`src/rtl/da_idct_pkg.sv`:
```
// Shared constants, state encoding and output rounding for the 4-point DA inverse DCT.
// Coefficients are the orthonormal 4-point DCT basis values in Q.CF fixed point.
package da_idct_pkg;

  localparam int unsigned CF = 10;
  localparam int C_A = 512;
  localparam int C_B = 669;
  localparam int C_C = 277;
  // Width of one LUT entry; worst-case |sum| is 1970.
  localparam int unsigned LW = 12;

  typedef enum logic [1:0] {StIdle, StShift, StDone} state_e;

  // Round half up, drop cf fraction bits, then clamp to a signed dw-bit range.
  function automatic logic signed [63:0] round_sat(input logic signed [63:0] acc,
                                                   input int unsigned cf,
                                                   input int unsigned dw);
    logic signed [63:0] r;
    logic signed [63:0] hi;
    logic signed [63:0] lo;
    r  = (acc + (64'sd1 <<< (cf - 1))) >>> cf;
    hi = (64'sd1 <<< (dw - 1)) - 64'sd1;
    lo = -(64'sd1 <<< (dw - 1));
    if (r > hi) begin
      r = hi;
    end else if (r < lo) begin
      r = lo;
    end
    return r;
  endfunction

endpackage

```
`src/rtl/da_idct4_lut.sv`:
```
// Distributed-arithmetic LUT: for one bit-slice {Y0,Y1,Y2,Y3} returns the partial sum of
// each output row's coefficients. Y0 drives the address MSB.
module da_idct4_lut
  import da_idct_pkg::*;
(
  input  logic [3:0]           addr_i,
  output logic signed [LW-1:0] lut0_o,
  output logic signed [LW-1:0] lut1_o,
  output logic signed [LW-1:0] lut2_o,
  output logic signed [LW-1:0] lut3_o
);

  int s0;
  int s1;
  int s2;
  int s3;

  // Rows: x0=[a,b,a,c]  x1=[a,c,-a,-b]  x2=[a,-c,-a,b]  x3=[a,-b,a,-c]
  always_comb begin
    s0 = 0;
    s1 = 0;
    s2 = 0;
    s3 = 0;
    if (addr_i[3]) begin
      s0 += C_A;
      s1 += C_A;
      s2 += C_A;
      s3 += C_A;
    end
    if (addr_i[2]) begin
      s0 += C_B;
      s1 += C_C;
      s2 -= C_C;
      s3 -= C_B;
    end
    if (addr_i[1]) begin
      s0 += C_A;
      s1 -= C_A;
      s2 -= C_A;
      s3 += C_A;
    end
    if (addr_i[0]) begin
      s0 += C_C;
      s1 -= C_B;
      s2 += C_B;
      s3 -= C_C;
    end
  end

  assign lut0_o = LW'(s0);
  assign lut1_o = LW'(s1);
  assign lut2_o = LW'(s2);
  assign lut3_o = LW'(s3);

endmodule

```
`src/rtl/da_idct4.sv`:
```
// Four-point 1-D inverse DCT, bit-serial distributed arithmetic, MSB first.
// One transform every DW+1 cycles; results appear as a registered one-cycle out_valid pulse.
module da_idct4 #(
  parameter int unsigned DW = 12,
  parameter int unsigned CF = da_idct_pkg::CF,
  parameter int unsigned AW = 25
) (
  input  logic                 sys_clk,
  input  logic                 sys_rst,
  input  logic                 start,
  input  logic signed [DW-1:0] Y0,
  input  logic signed [DW-1:0] Y1,
  input  logic signed [DW-1:0] Y2,
  input  logic signed [DW-1:0] Y3,
  output logic                 busy,
  output logic                 out_valid,
  output logic signed [DW-1:0] x0,
  output logic signed [DW-1:0] x1,
  output logic signed [DW-1:0] x2,
  output logic signed [DW-1:0] x3
);

  import da_idct_pkg::*;

  localparam int unsigned JW = (DW > 1) ? $clog2(DW) : 1;

  state_e                state_q, state_d;
  logic [JW-1:0]         j_q, j_d;
  logic signed [DW-1:0]  y_q   [4];
  logic signed [DW-1:0]  y_d   [4];
  logic signed [AW-1:0]  acc_q [4];
  logic signed [AW-1:0]  acc_d [4];
  logic signed [DW-1:0]  x_q   [4];
  logic signed [DW-1:0]  x_d   [4];
  logic                  valid_q, valid_d;
  logic [3:0]            addr;
  logic signed [LW-1:0]  lut   [4];

  assign addr = {y_q[0][j_q], y_q[1][j_q], y_q[2][j_q], y_q[3][j_q]};

  da_idct4_lut u_lut (
    .addr_i (addr),
    .lut0_o (lut[0]),
    .lut1_o (lut[1]),
    .lut2_o (lut[2]),
    .lut3_o (lut[3])
  );

  always_comb begin
    state_d = state_q;
    j_d     = j_q;
    y_d     = y_q;
    acc_d   = acc_q;
    x_d     = x_q;
    valid_d = 1'b0;
    case (state_q)
      StIdle: begin
        if (start) begin
          y_d     = '{Y0, Y1, Y2, Y3};
          j_d     = JW'(DW - 1);
          state_d = StShift;
        end
      end
      StShift: begin
        for (int n = 0; n < 4; n++) begin
          // The sign-bit slice carries negative weight in two's complement.
          if (j_q == JW'(DW - 1)) begin
            acc_d[n] = -AW'(lut[n]);
          end else begin
            acc_d[n] = (acc_q[n] <<< 1) + AW'(lut[n]);
          end
        end
        if (j_q == '0) begin
          state_d = StDone;
        end else begin
          j_d = j_q - JW'(1);
        end
      end
      StDone: begin
        valid_d = 1'b1;
        for (int n = 0; n < 4; n++) begin
          x_d[n] = DW'(round_sat(64'(acc_q[n]), CF, DW));
        end
        if (start) begin
          y_d     = '{Y0, Y1, Y2, Y3};
          j_d     = JW'(DW - 1);
          state_d = StShift;
        end else begin
          state_d = StIdle;
        end
      end
      default: state_d = StIdle;
    endcase
  end

  always_ff @(posedge sys_clk) begin
    if (sys_rst) begin
      state_q <= StIdle;
      j_q     <= JW'(DW - 1);
      valid_q <= 1'b0;
      for (int n = 0; n < 4; n++) begin
        y_q[n]   <= '0;
        acc_q[n] <= '0;
        x_q[n]   <= '0;
      end
    end else begin
      state_q <= state_d;
      j_q     <= j_d;
      valid_q <= valid_d;
      y_q     <= y_d;
      acc_q   <= acc_d;
      x_q     <= x_d;
    end
  end

  assign busy      = (state_q != StIdle);
  assign out_valid = valid_q;
  assign x0        = x_q[0];
  assign x1        = x_q[1];
  assign x2        = x_q[2];
  assign x3        = x_q[3];

endmodule

```
`config.mk`:
```
export PLATFORM = sky130hd
export DESIGN_NAME = da_idct4
export DESIGN_NICKNAME = d
export VERILOG_FILES = /design/src/rtl/da_idct_pkg.sv /design/src/rtl/da_idct4_lut.sv /design/src/rtl/da_idct4.sv
export SDC_FILE = /design/constraint.sdc
export NUM_CORES = 1
export LEC_CHECK = 0
export CAP_MARGIN = 20
export CORE_MARGIN = 2
export CORE_UTILIZATION = 40
export DETAILED_ROUTE_END_ITERATION = 12
export DONT_BUFFER_PORTS = 1
export PLACE_DENSITY = 0.52
export SYNTH_ARGS = -nofsm -noshare
export SYNTH_HDL_FRONTEND = slang
export SYNTH_SLANG_ARGS = --single-unit
```
`constraint.sdc`:
```
create_clock -name sys_clk -period 6.7 [get_ports sys_clk]
set_input_delay 1.34 -clock sys_clk [delete_from_list [all_inputs] [get_ports sys_clk]]
set_output_delay 1.34 -clock sys_clk [all_outputs]
set_load 0.005 [all_outputs]
```
Word level (Yosys, flattened, before mapping)
Index checks and enable logic that the tools add are counted.

Bits in registers: 203. Word-level logic and storage cells: 105. Bits of input ports: 51.

Magnitude comparators: 9. Equality and inequality tests: 7. Multiplexer cells: 41. Reduce and logical (&&, ||, !) cells: 8. Add/subtract/negate cells: 25.

Operators by type and width (count): $mux W12 (18); $add A25 B11 Y26 const B (4); $add A25 B12 Y25 (4); $mux W25 (4); $neg A12 Y25 (4); $gt A16 B12 Y1 const B (4); $lt A16 B12 Y1 const B (4); $add A12 B11 Y12 const B (2); $sub A12 B11 Y12 const B (2); $mux W11 (2); $bmux W1 S4 (4); $add A11 B10 Y12 const B (1); $add A12 B10 Y12 const B (1); $sub A11 B10 Y12 const B (1); $sub A12 B10 Y12 const B (1); $add A10 B10 Y11 const B (1); $add A10 B9 Y11 const B (1); $sub A10 B10 Y11 const B (1); $sub A10 B9 Y11 const B (1); $mux W10 (1); $mux W4 (2); $pmux W4 S2 (1); $mux W1 (6); $ne A2 B2 Y1 const B (3); 14 further kinds (17).

Longest topological paths before layout
Word-level depth: 11. Gate-level depth with buffers: 24. Mapped depth without buffers: 22.

Hierarchy
A second synthesis with hierarchy kept.

Cells, all modules: 1970. Area total of the unflattened synthesis: 14996.9 µm².

By module, submodules not included: da_idct4 (instances 1, area an instance 14400.1 µm², seq. area each 4063.9 µm², cells an instance 1894); da_idct4_lut (instances 1, area an instance 596.8 µm², seq. area each 0.0 µm², cells an instance 76).

Worst setup path before layout
Ideal clock, no wire load.

Kind: register -> register. From: register j_q[0]. To: register acc_q[23] (netlist bit). Path slack: 1667 ps. Library setup time: 101 ps. Period minus slack after synthesis: 5033 ps. Arrival: 4932 ps. Stages on the path, launching flop included: 21. Required time: 6599 ps. Path buffers: 3. Cell sequence: dfxtp_1 -> buf_2 -> mux4_2 -> mux2i_1 -> o21ai_2 -> inv_1 -> ha_1 -> nand3b_1 -> o311a_1 -> buf_6 -> ha_1 -> clkbuf_1 -> a21oi_1 -> a21oi_1 -> or3b_2 -> a32o_1 -> o221ai_1 -> o21ai_0 -> a31oi_1 -> xor2_1 -> o41ai_1.

Cells in the longest elaborated chain, start to end: 11. Elaborated cells between the ends (all ways): 19. Those cells by class: add/sub (5); eq/ne (1); mux (13).

Ends and longest elaborated chain: from (decl) (RTL line da_idct4.sv:28) `logic [JW-1:0] j_q, j_d;`; from (signal assigned) (RTL line da_idct4.sv:99) `j_q <= JW'(DW - 1);`; from (signal assigned) (RTL line da_idct4.sv:108) `j_q <= j_d;`; $bmux W1 S4 (RTL line da_idct4.sv:39) `assign addr = {y_q[0][j_q], y_q[1][j_q], y_q[2][j_q], y_q[3][j_q]};`; $mux W1 (implied by the code) (RTL line da_idct4.sv:39); $mux W10 (RTL line da_idct4_lut.sv:24) `if (addr_i[3]) begin`; $sub A10 B10 Y11 (RTL line da_idct4_lut.sv:34) `s3 -= C_B;`; $mux W12 (RTL line da_idct4_lut.sv:30) `if (addr_i[2]) begin`; $add A12 B11 Y12 (RTL line da_idct4_lut.sv:40) `s3 += C_A;`; $mux W12 (RTL line da_idct4_lut.sv:36) `if (addr_i[1]) begin`; $sub A12 B10 Y12 (RTL line da_idct4_lut.sv:46) `s3 -= C_C;`; $mux W12 (RTL line da_idct4_lut.sv:42) `if (addr_i[0]) begin`; $add A25 B12 Y25 or $neg A12 Y25 (tied branches) (RTL line da_idct4.sv:70, da_idct4.sv:68); $mux W25 * (RTL line da_idct4.sv:67) `if (j_q == JW'(DW - 1)) begin`; to (signal, indexed assignment) (RTL line da_idct4.sv:103) `acc_q[n] <= '0;`; to (signal assigned) (RTL line da_idct4.sv:111) `acc_q <= acc_d;`; to (decl) (RTL line da_idct4.sv:31) `logic signed [AW-1:0] acc_q [4];`.

Mark *: on every way between the ends. The rest lies on a longest branch, timed or not. The select of a mux whose other input is x is not followed. A chain may end at the register's enable or synchronous reset.

Worst setup path in the final report
From: register j_q[0]. To: register acc_q[47] (netlist bit).

Cells in the longest elaborated chain, start to end: 11. Elaborated cells between the ends (all ways): 19. Those cells by class: add/sub (5); eq/ne (1); mux (13).

Ends and longest elaborated chain: $bmux W1 S4 (RTL line da_idct4.sv:39); $mux W1 (implied by the code) (RTL line da_idct4.sv:39); $mux W10 (RTL line da_idct4_lut.sv:24); $sub A10 B9 Y11 (RTL line da_idct4_lut.sv:33) `s2 -= C_C;`; $mux W12 (RTL line da_idct4_lut.sv:30); $sub A12 B11 Y12 (RTL line da_idct4_lut.sv:39) `s2 -= C_A;`; $mux W12 (RTL line da_idct4_lut.sv:36); $add A12 B11 Y12 (RTL line da_idct4_lut.sv:45) `s2 += C_B;`; $mux W12 (RTL line da_idct4_lut.sv:42); $add A25 B12 Y25 or $neg A12 Y25 (tied branches) (RTL line da_idct4.sv:70, da_idct4.sv:68); $mux W25 * (RTL line da_idct4.sv:67).

Marked as above.

==> results.cfg <==
[clock_tree]
post_cts_resized = 0
cts_buffer_depth = 2
cts_tree = built
cts_max_level = 4
cts_buffers = 17
hold_buffers = 0
worstSkewPairLatency_ns = 0.45
cts.reportedPaths.clkPinSlew_ns = 0.07
postCtsSetupBuffers = 0
root_buffer = clkbuf_16
clock_sinks = 200

[min_path]
hp-class = flop to flop

[placement]
gp_congestion = 0.882
place_area_sq_um = 14200
io_buffers = 0
hpwl_mm = 26.5

[synthesis]
ys_ff_latch = 200
synth-edff-count = 0
synth_top_area_share_pct = 28.9
synth_nets = 1954
synth.avg_cell_area_sq_um = 7.76
yosysTopAreaCell = dfxtp_1
ys_seq_area_share_pct = 28.9
synthArstFlopShare_pct = 0
synth.area.top_cells = dfxtp_1 29%, ha_1 10%, a21oi_1 6.2%
synthCells = 1786
synth_ff_type = dfxtp_1
synth_cell_types = 76
netlist_area_sq_um = 13900
ys.warnings.count = 0

[die]
dieArea_sq_um = 36200
fp-row-count = 68
core_sq_um = 34400
initial_core_util_pct = 40.3
die_h_microns = 190
die_w_microns = 190
io_pins = 101

[routing]
drc = 0
postRouteAntennaNets = 0
vias_per_cell = 5.64
first_pass_iters = 5
drtIter0Drc = 617
drt-wirelength-per-cell_microns = 17.4
wirelength_mm = 38.2
dr_total_vias = 12400

[timing]
clock.fmax_mhz = 177
period_needed_ns = 5.65
slew_headroom_pct = 32.8
finalHoldViolCount = 0
slew_viol_final = 0
setup_viol = 0
tightest_slew_ns = 1.01
final.setup.tns_ns = 0
rsz0062_at_grt = no
min_period_over_period_pct = 84.3
worst_clock_skew_ns = 0.0125

[grt]
grt_overflow_total = 0
grt_max_degree = 195
grt_pass1_wl_mm = 62.1
grt_pass1_vias = 11800
grt_use_total_pct = 21.2
grt_antenna_before_repair = 0

[critical_path]
cp-end-kind = flop
path_max_fanout = 14
rrSetupSlack_ns = 1.05
arrival_ns = 6.04
critical_path_required_ns = 7.09
worst_setup_path_start_kind = flop
critical_path_class = flop to flop

[layout]
n_antenna_cell = 0
final_area_sq_um = 14800
finalNetCount = 1895
syn_to_final_growth_pct = 7.02
fill_cells = 3517
drive_gt1_share_pct = 5.18

[run]
maxCapViolCount = 0

[power_and_ir_drop]
p_total_mw = 3.45
leakage_nw = 6.05
power.density_nw_per_um2 = 232
peakVddDrop_mv = 0.191

[status]
outcome = finished clean
flip-flops by register name, indices dropped and copies added, names as in the netlist:
| register | flops |
|---|---|
| j_q | 4 |
| x3 | 12 |
| y_q | 48 |
| state_q | 2 |
| x2 | 12 |
| out_valid | 1 |
| acc_q | 97 |
| x0 | 12 |
| x1 | 12 |
power breakdown:
group	internal [mW]	switching [mW]
logic	0.379	0.582
registers	1.27	0.105
clock network	0.626	0.486
total	2.27	1.17
final timing paths:
path	start	end	cells past startpoint
setup / recovery	j_q[0]	acc_q[47]	20
hold / removal	y_q[34]	y_q[34]	2
setup reg to reg	j_q[0]	acc_q[47]	20
hold reg to reg	y_q[34]	y_q[34]	2
cell families (layout without fill, tap and decap cells):
| family | Yosys count | after routing | synth area share, % |
|---|---|---|---|
| AO/OA/AOI/OAI | 478 | 478 | 22.4 |
| buffers and inverters | 142 | 94 | 4.02 |
| AND/OR/NAND/NOR | 680 | 680 | 21.9 |
| adder cells (fa/ha/maj) | 117 | 117 | 10.8 |
| flip-flops | 200 | 200 | 28.9 |
| multiplexers | 24 | 24 | 2.73 |
| XOR/XNOR | 145 | 145 | 9.21 |
cell type report:
cell class | count | area (sq um) | area share, %
clock buffers | 24 | 492 | 3.31
clock inverters | 6 | 114 | 0.767
inverters | 48 | 183 | 1.23
multi-input cells | 1444 | 9350 | 63.0
flip-flops and latches | 200 | 4000 | 27.0
well taps | 455 | 569 | 3.84
repair buffers | 16 | 130 | 0.877
routing by layer:
layer | wire length [microns] | share of wire (%) | global-route usage (%) | vias to the layer above
met4 | 607 | 1.6 | 6.14 | 0
met5 | 0 | 0 | 0 | -
met3 | 1190 | 3.1 | 2.42 | 38
met1 | 19200 | 50 | 30.0 | 5847
met2 | 17200 | 45 | 34.1 | 209
li1 | - | - | - | 6285
Yosys cell counts (all sizes together), types with 6 or more instances:
cell,instances
buf,17
and4,6
ha,112
a21o,24
mux2i,13
nand4,19
or3,13
o21ai,67
nand2,229
inv,48
xnor2,81
clkbuf,77
a211oi,52
nor2,213
nand2b,13
a311oi,19
o211ai,12
o211a,11
o22ai,21
or2,10
xor2,64
o31ai,13
nand3,48
mux4,10
a21oi,173
nor2b,16
and3,12
and2,7
nor3,79
dfxtp,200
a31oi,27
nor4,6
critical path, cell delays in order (launching register included):
cell and delay [ns]:
dfxtp_1 0.54, mux4_2 0.56, mux2i_1 0.15, nor2_1 0.07, a21oi_1 0.46, ha_1 0.30, inv_1 0.06, mux2i_1 0.44
ha_1 0.33, mux2i_4 0.10, inv_1 0.43, ha_1 0.40, a21oi_1 0.19, o21ai_0 0.10, a21oi_1 0.29, o311ai_0 0.27
a31o_2 0.30, a21oi_1 0.18, xnor2_1 0.14, nand3_1 0.09, a21oi_1 0.17
through the flow:
stage / util (%) / hold slack [ns] / setup WS [ns] / std cells
2_1_floorplan: - / 0.432 / 1.67 / 1786
3_3_place_gp: 41.4 / 0.438 / 1.17 / 2162
3_5_place_dp: 41.4 / 0.443 / 1.06 / 2163
4_1_cts: 43.2 / 0.454 / 1.03 / 2193
5_1_grt: 43.2 / 0.475 / 0.468 / 2193
6_report: 43.2 / 0.454 / 1.05 / 2193
cells in the final DEF, fill, tap and decap left out, drive strengths merged, types with 21 or more instances in the layout:
master  count
a211oi     52
o21ai      67
xor2       64
a21oi     173
ha        112
nand2     229
a31oi      27
a21o       24
clkbuf     24
nor2      213
dfxtp     200
nor3       79
o22ai      21
xnor2      81
inv        49
nand3      48
No activity file was read; power rests on OpenSTA's default activity.
